File: config.mk
export PLATFORM = sky130hd
export DESIGN_NAME = rr_arbiter4_flat
export DESIGN_NICKNAME = d
export VERILOG_FILES = /design/src/rtl/rr_arbiter4_if.sv /design/src/rtl/rr_arbiter4.sv /design/src/flat_wrapper.sv
export SDC_FILE = /design/constraint.sdc
export NUM_CORES = 1
export LEC_CHECK = 0
export CAP_MARGIN = 0
export CORE_AREA = 2 2 55 57
export CTS_BUF_LIST = sky130_fd_sc_hd__clkbuf_4 sky130_fd_sc_hd__clkbuf_8 sky130_fd_sc_hd__clkbuf_16
export CTS_CLUSTER_SIZE = 12
export DETAILED_ROUTE_END_ITERATION = 10
export DIE_AREA = 0 0 57 59
export MAX_ROUTING_LAYER = met4
export PLACE_DENSITY = 0.66
export SETUP_SLACK_MARGIN = 0.15
export SYNTH_ARGS = -nofsm -noshare
export SYNTH_HDL_FRONTEND = slang
export SYNTH_SLANG_ARGS = --single-unit
File: constraint.sdc
create_clock -name clk -period 2 [get_ports clk]
set_input_delay 0.4 -clock clk [delete_from_list [all_inputs] [get_ports clk]]
set_output_delay 0.4 -clock clk [all_outputs]
set_load 0.005 [all_outputs]
File: src/rtl/rr_arbiter4_if.sv
// Requester-side bundle for rr_arbiter4: request lines in, registered grant/priority status out.
interface rr_arbiter4_if;
   logic [3:0] req;
   logic [3:0] grant;
   logic       grant_valid;
   logic [1:0] grant_id;
   logic [3:0] ptr;
   logic       expired;

   modport master (output req, input grant, grant_valid, grant_id, ptr, expired);
   modport slave  (input req, output grant, grant_valid, grant_id, ptr, expired);
endinterface

File: src/rtl/rr_arbiter4.sv
// Four-way round-robin arbiter with a one-hot rotating priority ring and a bounded grant tenure.
module rr_arbiter4 #(
   parameter int MAX_HOLD = 8
) (
   input  logic          clk,
   input  logic          reset,
   rr_arbiter4_if.slave  bus
);
   localparam logic [7:0] HMAX = 8'(MAX_HOLD);

   typedef enum logic {S_IDLE, S_GRANT} state_t;

   state_t     r_state, w_state_nxt;
   logic [3:0] r_grant, w_grant_nxt;
   logic [3:0] r_ptr,   w_ptr_nxt;
   logic [7:0] r_hold,  w_hold_nxt;
   logic       r_exp,   w_exp_nxt;
   logic [3:0] w_others, w_ptr_rot;

   // First asserted request scanning upward from the ptr position, wrapping 3->0.
   function automatic logic [3:0] f_pick(input logic [3:0] rq, input logic [3:0] pt);
      logic [3:0] g;
      logic [1:0] idx;
      g   = '0;
      idx = '0;
      for (int s = 0; s < 4; s++)
         if (pt[s])
            for (int k = 3; k >= 0; k--) begin
               idx = 2'(s + k);
               if (rq[idx]) g = 4'b0001 << idx;
            end
      return g;
   endfunction

   always_ff @(posedge clk or posedge reset) begin
      if (reset) begin
         r_state <= S_IDLE;
         r_grant <= 4'b0000;
         r_ptr   <= 4'b0001;
         r_hold  <= 8'd0;
         r_exp   <= 1'b0;
      end else begin
         r_state <= w_state_nxt;
         r_grant <= w_grant_nxt;
         r_ptr   <= w_ptr_nxt;
         r_hold  <= w_hold_nxt;
         r_exp   <= w_exp_nxt;
      end
   end

   always_comb begin
      w_state_nxt = r_state;
      w_grant_nxt = r_grant;
      w_ptr_nxt   = r_ptr;
      w_hold_nxt  = r_hold;
      w_exp_nxt   = 1'b0;
      w_others    = bus.req & ~r_grant;
      w_ptr_rot   = {r_grant[2:0], r_grant[3]};
      case (r_state)
         S_IDLE: begin
            if (|bus.req) begin
               w_grant_nxt = f_pick(bus.req, r_ptr);
               w_hold_nxt  = 8'd1;
               w_state_nxt = S_GRANT;
            end
         end
         S_GRANT: begin
            if (~|(bus.req & r_grant)) begin
               w_ptr_nxt = w_ptr_rot;
               if (|w_others) begin
                  // Handover on the releasing edge, scanned from the freshly rotated ptr.
                  w_grant_nxt = f_pick(w_others, w_ptr_rot);
                  w_hold_nxt  = 8'd1;
               end else begin
                  w_grant_nxt = 4'b0000;
                  w_hold_nxt  = 8'd0;
                  w_state_nxt = S_IDLE;
               end
            end else if (|w_others) begin
               if (r_hold == HMAX) begin
                  w_ptr_nxt   = w_ptr_rot;
                  w_grant_nxt = f_pick(w_others, w_ptr_rot);
                  w_hold_nxt  = 8'd1;
                  w_exp_nxt   = 1'b1;
               end else begin
                  w_hold_nxt  = r_hold + 8'd1;
               end
            end else begin
               w_hold_nxt = (r_hold == HMAX) ? HMAX : r_hold + 8'd1;
            end
         end
         default: w_state_nxt = S_IDLE;
      endcase
   end

   always_comb begin
      bus.grant       = r_grant;
      bus.grant_valid = |r_grant;
      bus.ptr         = r_ptr;
      bus.expired     = r_exp;
      bus.grant_id    = 2'd0;
      case (r_grant)
         4'b0010: bus.grant_id = 2'd1;
         4'b0100: bus.grant_id = 2'd2;
         4'b1000: bus.grant_id = 2'd3;
         default: bus.grant_id = 2'd0;
      endcase
   end
endmodule
File: src/flat_wrapper.sv
// flat-port wrapper written by rule: the top's interface ports become plain ports
module rr_arbiter4_flat 
#(
   parameter int MAX_HOLD = 8
)
  (clk, reset, bus_req, bus_grant, bus_grant_valid, bus_grant_id, bus_ptr, bus_expired);
  rr_arbiter4_if bus_i ();
  input  logic clk;
  input  logic reset;
  input wire logic [$bits(bus_i.req)-1:0] bus_req;
  output wire logic [$bits(bus_i.grant)-1:0] bus_grant;
  output wire logic [$bits(bus_i.grant_valid)-1:0] bus_grant_valid;
  output wire logic [$bits(bus_i.grant_id)-1:0] bus_grant_id;
  output wire logic [$bits(bus_i.ptr)-1:0] bus_ptr;
  output wire logic [$bits(bus_i.expired)-1:0] bus_expired;
  assign bus_i.req = bus_req;
  assign bus_grant = bus_i.grant;
  assign bus_grant_valid = bus_i.grant_valid;
  assign bus_grant_id = bus_i.grant_id;
  assign bus_ptr = bus_i.ptr;
  assign bus_expired = bus_i.expired;
  rr_arbiter4 #(.MAX_HOLD(MAX_HOLD)) u_core (.clk(clk), .reset(reset), .bus(bus_i));
endmodule
---- Yosys cells after proc, flatten, opt, wreduce, memory -nomap -nowiden ----
Index checks and enable logic that the tools add are counted.
operators by class
  add/sub/neg operators ................... 1
  equal/unequal tests ..................... 9
  mux-type cells .......................... 65
  reduce and logical (&&, ||, !) cells .... 6
  bitwise logic cells ..................... 4
operators with widths
  operator                                                                  number
  4-bit 2-to-1 mux                                                          48
  8-bit 2-to-1 mux                                                          5
  8-bit case mux with 2 select lines                                        1
  4-bit OR reduction                                                        4
  8-bit by 1-bit adder with 8-bit output (second input constant)            1
  4-bit AND                                                                 2
  8-bit by 4-bit == test with 1-bit output (second input constant)          1
  1-bit 2-to-1 mux                                                          8
  4-bit case mux with 2 select lines                                        1
  3-bit inequality test (second input constant)                             2
  2-bit case mux with 3 select lines                                        1
  3-bit AND reduction                                                       2
  4-bit by 2-bit == test with 1-bit output (second input constant)          1
  4-bit by 3-bit == test with 1-bit output (second input constant)          1
  4-bit == test (second input constant)                                     1
  2-bit inequality test (second input constant)                             2
  4-bit inverter                                                            1
  2-bit by 1-bit inequality test with 1-bit output (second input constant)  1
  1-bit case mux with 2 select lines                                        1
  1-bit inverter                                                            1
word-level totals
  bits of input ports ..................... 6
  flip-flop bits (word level) ............. 18
  output and inout port bits .............. 12

---- Logic depth before layout (Yosys ltp) ----
  word-level depth ........................ 26
  depth in mapped cells ................... 7

---- Worst setup path after synthesis ----
No wires, ideal clock.
  path kind ............................... input -> register
  start point ............................. in bus_req[3]
  end point ............................... reg u_core.r_ptr[3] (netlist: u_core.bus.ptr[3])
  library setup time ...................... 0.128 ns
  setup slack ............................. 0.087 ns
  arrival ................................. 1.785 ns
  stages on the path ...................... 6
  cell sequence ........................... buf_4 -> nor2b_1 -> or4_4 -> a21o_1 -> nand2_2 -> mux2_1
between the ends
  word-level cells in the longest chain between the ends .. 4
RTL lines
  item                                          RTL line                              text
  start, declared                               flat_wrapper.sv:10                    input wire logic [$bits(bus_i.req)-1:0] bus_req;
  4-bit AND, on equally long branches           rr_arbiter4.sv:57, rr_arbiter4.sv:68
  4-bit OR reduction, on equally long branches  rr_arbiter4.sv:79, rr_arbiter4.sv:68
  2-bit inequality test (no source line)        --
  3-bit AND reduction (no source line)          --
  end signal, assigned                          rr_arbiter4.sv:45                     r_ptr <= w_ptr_nxt;
  end, declared                                 rr_arbiter4.sv:15                     logic [3:0] r_ptr, w_ptr_nxt;
Parallel ways exist; a longest one is shown, timed or not.
A chain may end at the register's enable or synchronous reset.

---- Worst setup path after layout ----
  start point ............................. reg u_core.r_grant[3] (netlist: u_core.bus.grant[3])
  end point ............................... reg u_core.r_ptr[3] (netlist: u_core.bus.ptr[3])
between the ends
  word-level cells in the longest chain between the ends .. 5
RTL lines
  item                                    RTL line           text
  start, declared                         rr_arbiter4.sv:14  logic [3:0] r_grant, w_grant_nxt;
  start signal, assigned                  rr_arbiter4.sv:44  r_grant <= w_grant_nxt;
  4-bit inverter                          rr_arbiter4.sv:57  w_others = bus.req & ~r_grant;
  4-bit AND                               rr_arbiter4.sv:57
  4-bit OR reduction                      rr_arbiter4.sv:79  end else if (|w_others) begin
  2-bit inequality test (no source line)  --
  3-bit AND reduction (no source line)    --
Parallel ways exist; a longest one is shown, timed or not.

==> impl_metrics.yaml <==
cells_and_area:
  antenna_cells: 0
  syn2layout_area_growth_pct: 47.10
  layout-drive-gt1-share_pct: 36.72
  fin_nets: 186
die:
  initial_core_util_pct: 43.72
  die_height_um: 59
  io_pins: 18
  fp-row-count: 19
  die-area_mm2: 0.003363
  design.core.area_mm2: 0.002710
  fp.dieW_um: 57
clock_network:
  clkTransAtPathRegs_ps: 100
  clockBufferDepth: 2
  root_buffer: "clkbuf_4"
  cts-buffers-inserted: 3
  holdBufCountCts: 0
  clk_latency_ps: 290
  h-tree-depth: 1
  cts_sinks: 18
  cts_tree: "built"
drt:
  firstDrtPassIters: 4
  drt_iter0_markers: 24
  final_antenna_net_count: 0
  drcViolationCount: 0
  wirelength_um: 3109
  wl_per_cell_um: 14.95
  vias: 1157
  vias_per_cell: 5.563
power:
  ir_drop_mv: 0.6908
  powerDensity_mw_per_mm2: 1001
  total_power_w: 0.001744
  p_leak_nw: 0.8126
outcome:
  status: "finished clean"
synth:
  yosys_warnings: 0
  yosysSeqAreaShare_pct: 38.12
  synth_top_family_by_area: "compound AO/OA/AOI/OAI gates"
  syn-instance-count: 127
  synth_edf_count: 0
  yosys.cell_types.count: 47
  syn-cell-area_mm2: 0.001185
  async_flop_share_pct: 100.0
  synthAdderAreaFrac_pct: 2.112
  avgSynthCellArea_um2: 9.330
  ys_ff_latch: 18
  synth-compound-area-share_pct: 23.97
  synth_fp_nets: 135
  synthSimpleGateAreaFrac_pct: 21.01
  synth_xor_area_share_pct: 2.218
  yosys-mux-area-fraction_pct: 7.181
  ys.flop_type: "dfrtp_1"
grt:
  grt_util_all_layers_pct: 20.33
  met3_usage_pct: 4.585
  busiest_layer: "met2"
  grt_use_met1_pct: 27.42
  grt_pass1_wl_um: 5078
  grt_overflow_total: 0
  met2_usage_pct: 31.20
  grt_pass1_vias: 1079
  antenna_found_initial: 0
  grt_max_degree: 19
timing:
  drv_slew: 0
  fin_hold_ws_ps: 483.6
  hold_viol_final: 0
  max_freq_mhz: 538.9
  fin_crit_sh_pct: 92.79
  fin_skew_ps: 13.48
  finalCriticalPeriod_ps: 1856
  setup_viol: 0
  rsz0062_at_grt: "true"
  tightest_slew_ps: 655.8
  max-slew-margin-rel_pct: 56.23
run:
  maxCapViolations: 0
critical_path:
  crit_start: "u_core.bus.grant[3]"
  required_ps: 2170
  critical-path-max-stage-delay_ps: 560
  crit_path_start_kind: "flop"
  reg2regPathDepth: 6
  r2r-end: "u_core.bus.ptr[3]"
  cpMaxStageDelayCell: "or4_4"
  crit_cells: 6
  cp_top_family: "simple AND/OR/NAND/NOR gates"
  endpoint: "u_core.bus.ptr[3]"
  rrSetupSlack_ps: 140
  end_kind: "flop"
  crit_type: "flop to flop"
  worst_r2r_startpoint: "u_core.bus.grant[3]"
  path_cells: "buf_6, nor2b_4, or4_4, a21o_1, nand2_4, mux2_4"
  path_buf_inv: 1
  arrival_ps: 2030
  path_max_fanout: 5
place:
  routabilityCongestion: 0.8722
  dp_hpwl_um: 2192
  portBuffers: 17
worst_hold_path:
  hold_class: "input port to async pin"
[worst min-delay path by stage]
stage | from | end | slack (ps) | depth (start not counted)
after CTS | reset | u_core.r_hold[4] | 510 | 2
after detailed placement | u_core.r_hold[3] | u_core.r_hold[3] | 520 | 1
after global placement | u_core.r_hold[2] | u_core.r_hold[2] | 500 | 1
after global routing | reset | u_core.r_hold[4] | 550 | 2
after floorplan | reset | u_core.bus.expired | 340 | 1
final | reset | u_core.r_hold[4] | 480 | 2
[repair_timing]
action	in CTS	in global routing
buffers inserted	5	7
hold endpoints to repair	0	0
pin swaps	2	6
resized for setup	22	10
endpoints found under the setup margin	12	13
[per-stage QoR]
stage	std cells	instance area, um2	util [%]	setup TNS [ps]	setup WS, ps
after global placement	192	1533	56.56	-2670	-266.9
after floorplan	127	1185	-	0	152.0
after detailed placement	192	1533	56.56	-2876	-304.7
after global routing	208	1743	64.31	0	52.53
final	208	1743	64.31	0	144.3
after CTS	201	1642	60.57	0	128.7
[cells in the final DEF, fill, tap and decap left out, types with 2 or more instances in the layout]
master	netlist	routed
buf_6	0	2
inv_2	0	2
a21o_1	2	2
mux2_4	2	6
nand2_1	6	6
clkbuf_4	0	4
dfrtp_1	17	14
nor3_1	2	2
and3_1	3	3
a31oi_1	5	5
nand2b_1	2	2
o31ai_1	3	3
a21oi_1	10	10
nor2_2	2	2
xnor2_1	3	3
inv_1	10	8
o2bb2ai_1	2	2
nor2_1	11	10
o32a_1	2	2
dfrtp_2	0	3
clkdlybuf4s50_1	0	10
a22o_1	3	3
dlygate4sd2_1	0	6
nand3_1	3	3
or3_1	3	3
buf_4	1	32
nor2b_4	0	3
[power by group]
part           switching (W)  total [W]  internal [W]
clock               0.000106   0.000197     0.0000911
combinational       0.000438    0.00102      0.000578
sequential         0.0000859   0.000531      0.000445
total               0.000630    0.00174       0.00111
[routing by layer]
metal | routed length [um] | up-vias
li1 | - | 571
met1 | 1453 | 559
met2 | 1495 | 25
met3 | 137 | 2
met4 | 23 | 0
met5 | 0 | -
[logic make-up (layout without fill, tap and decap cells)]
family | Yosys count | after routing
simple gates | 43 | 43
compound gates | 39 | 39
flops | 18 | 18
buf+inv | 15 | 65
mux | 7 | 7
xor+xnor | 3 | 3
fa+ha+maj | 2 | 2
[final cells by class]
type	instances	area, um2
Clock buffer	4	30.03
Fill cell	224	967.2
Inverter	10	37.54
Multi-Input combinational cell	94	755.7
Sequential cell	18	455.4
Tap cell	31	38.79
Timing Repair Buffer	51	425.4
[synth_stat cells (2+ instances only)]
cell        n  area [um2]
a22o_1      3       26.28
a31oi_1     5       31.28
mux2_1      4       45.04
nand2_1     6       22.52
nand3_1     3       15.01
mux2_4      2       30.03
xnor2_1     3       26.28
buf_2       3       15.01
or3_1       3       18.77
ha_1        2       25.02
nor2b_1     3       18.77
o32a_1      2       20.02
nor2_1     11       41.29
nand2b_1    2       12.51
nor2_2      2       12.51
a21oi_1    10       50.05
a21o_1      2       15.01
o31ai_1     3       22.52
dfrtp_1    17       425.4
inv_1      10       37.54
and3_1      3       18.77
nor3_1      2       10.01
o2bb2ai_1   2       17.52
[registers in the layout, indices dropped and copies added, names as in the netlist]
register            flops
u_core.bus.expired      1
u_core.bus.grant        4
u_core.r_hold           8
u_core.r_state          1
u_core.bus.ptr          4
(Power assumes the default switching activity.)
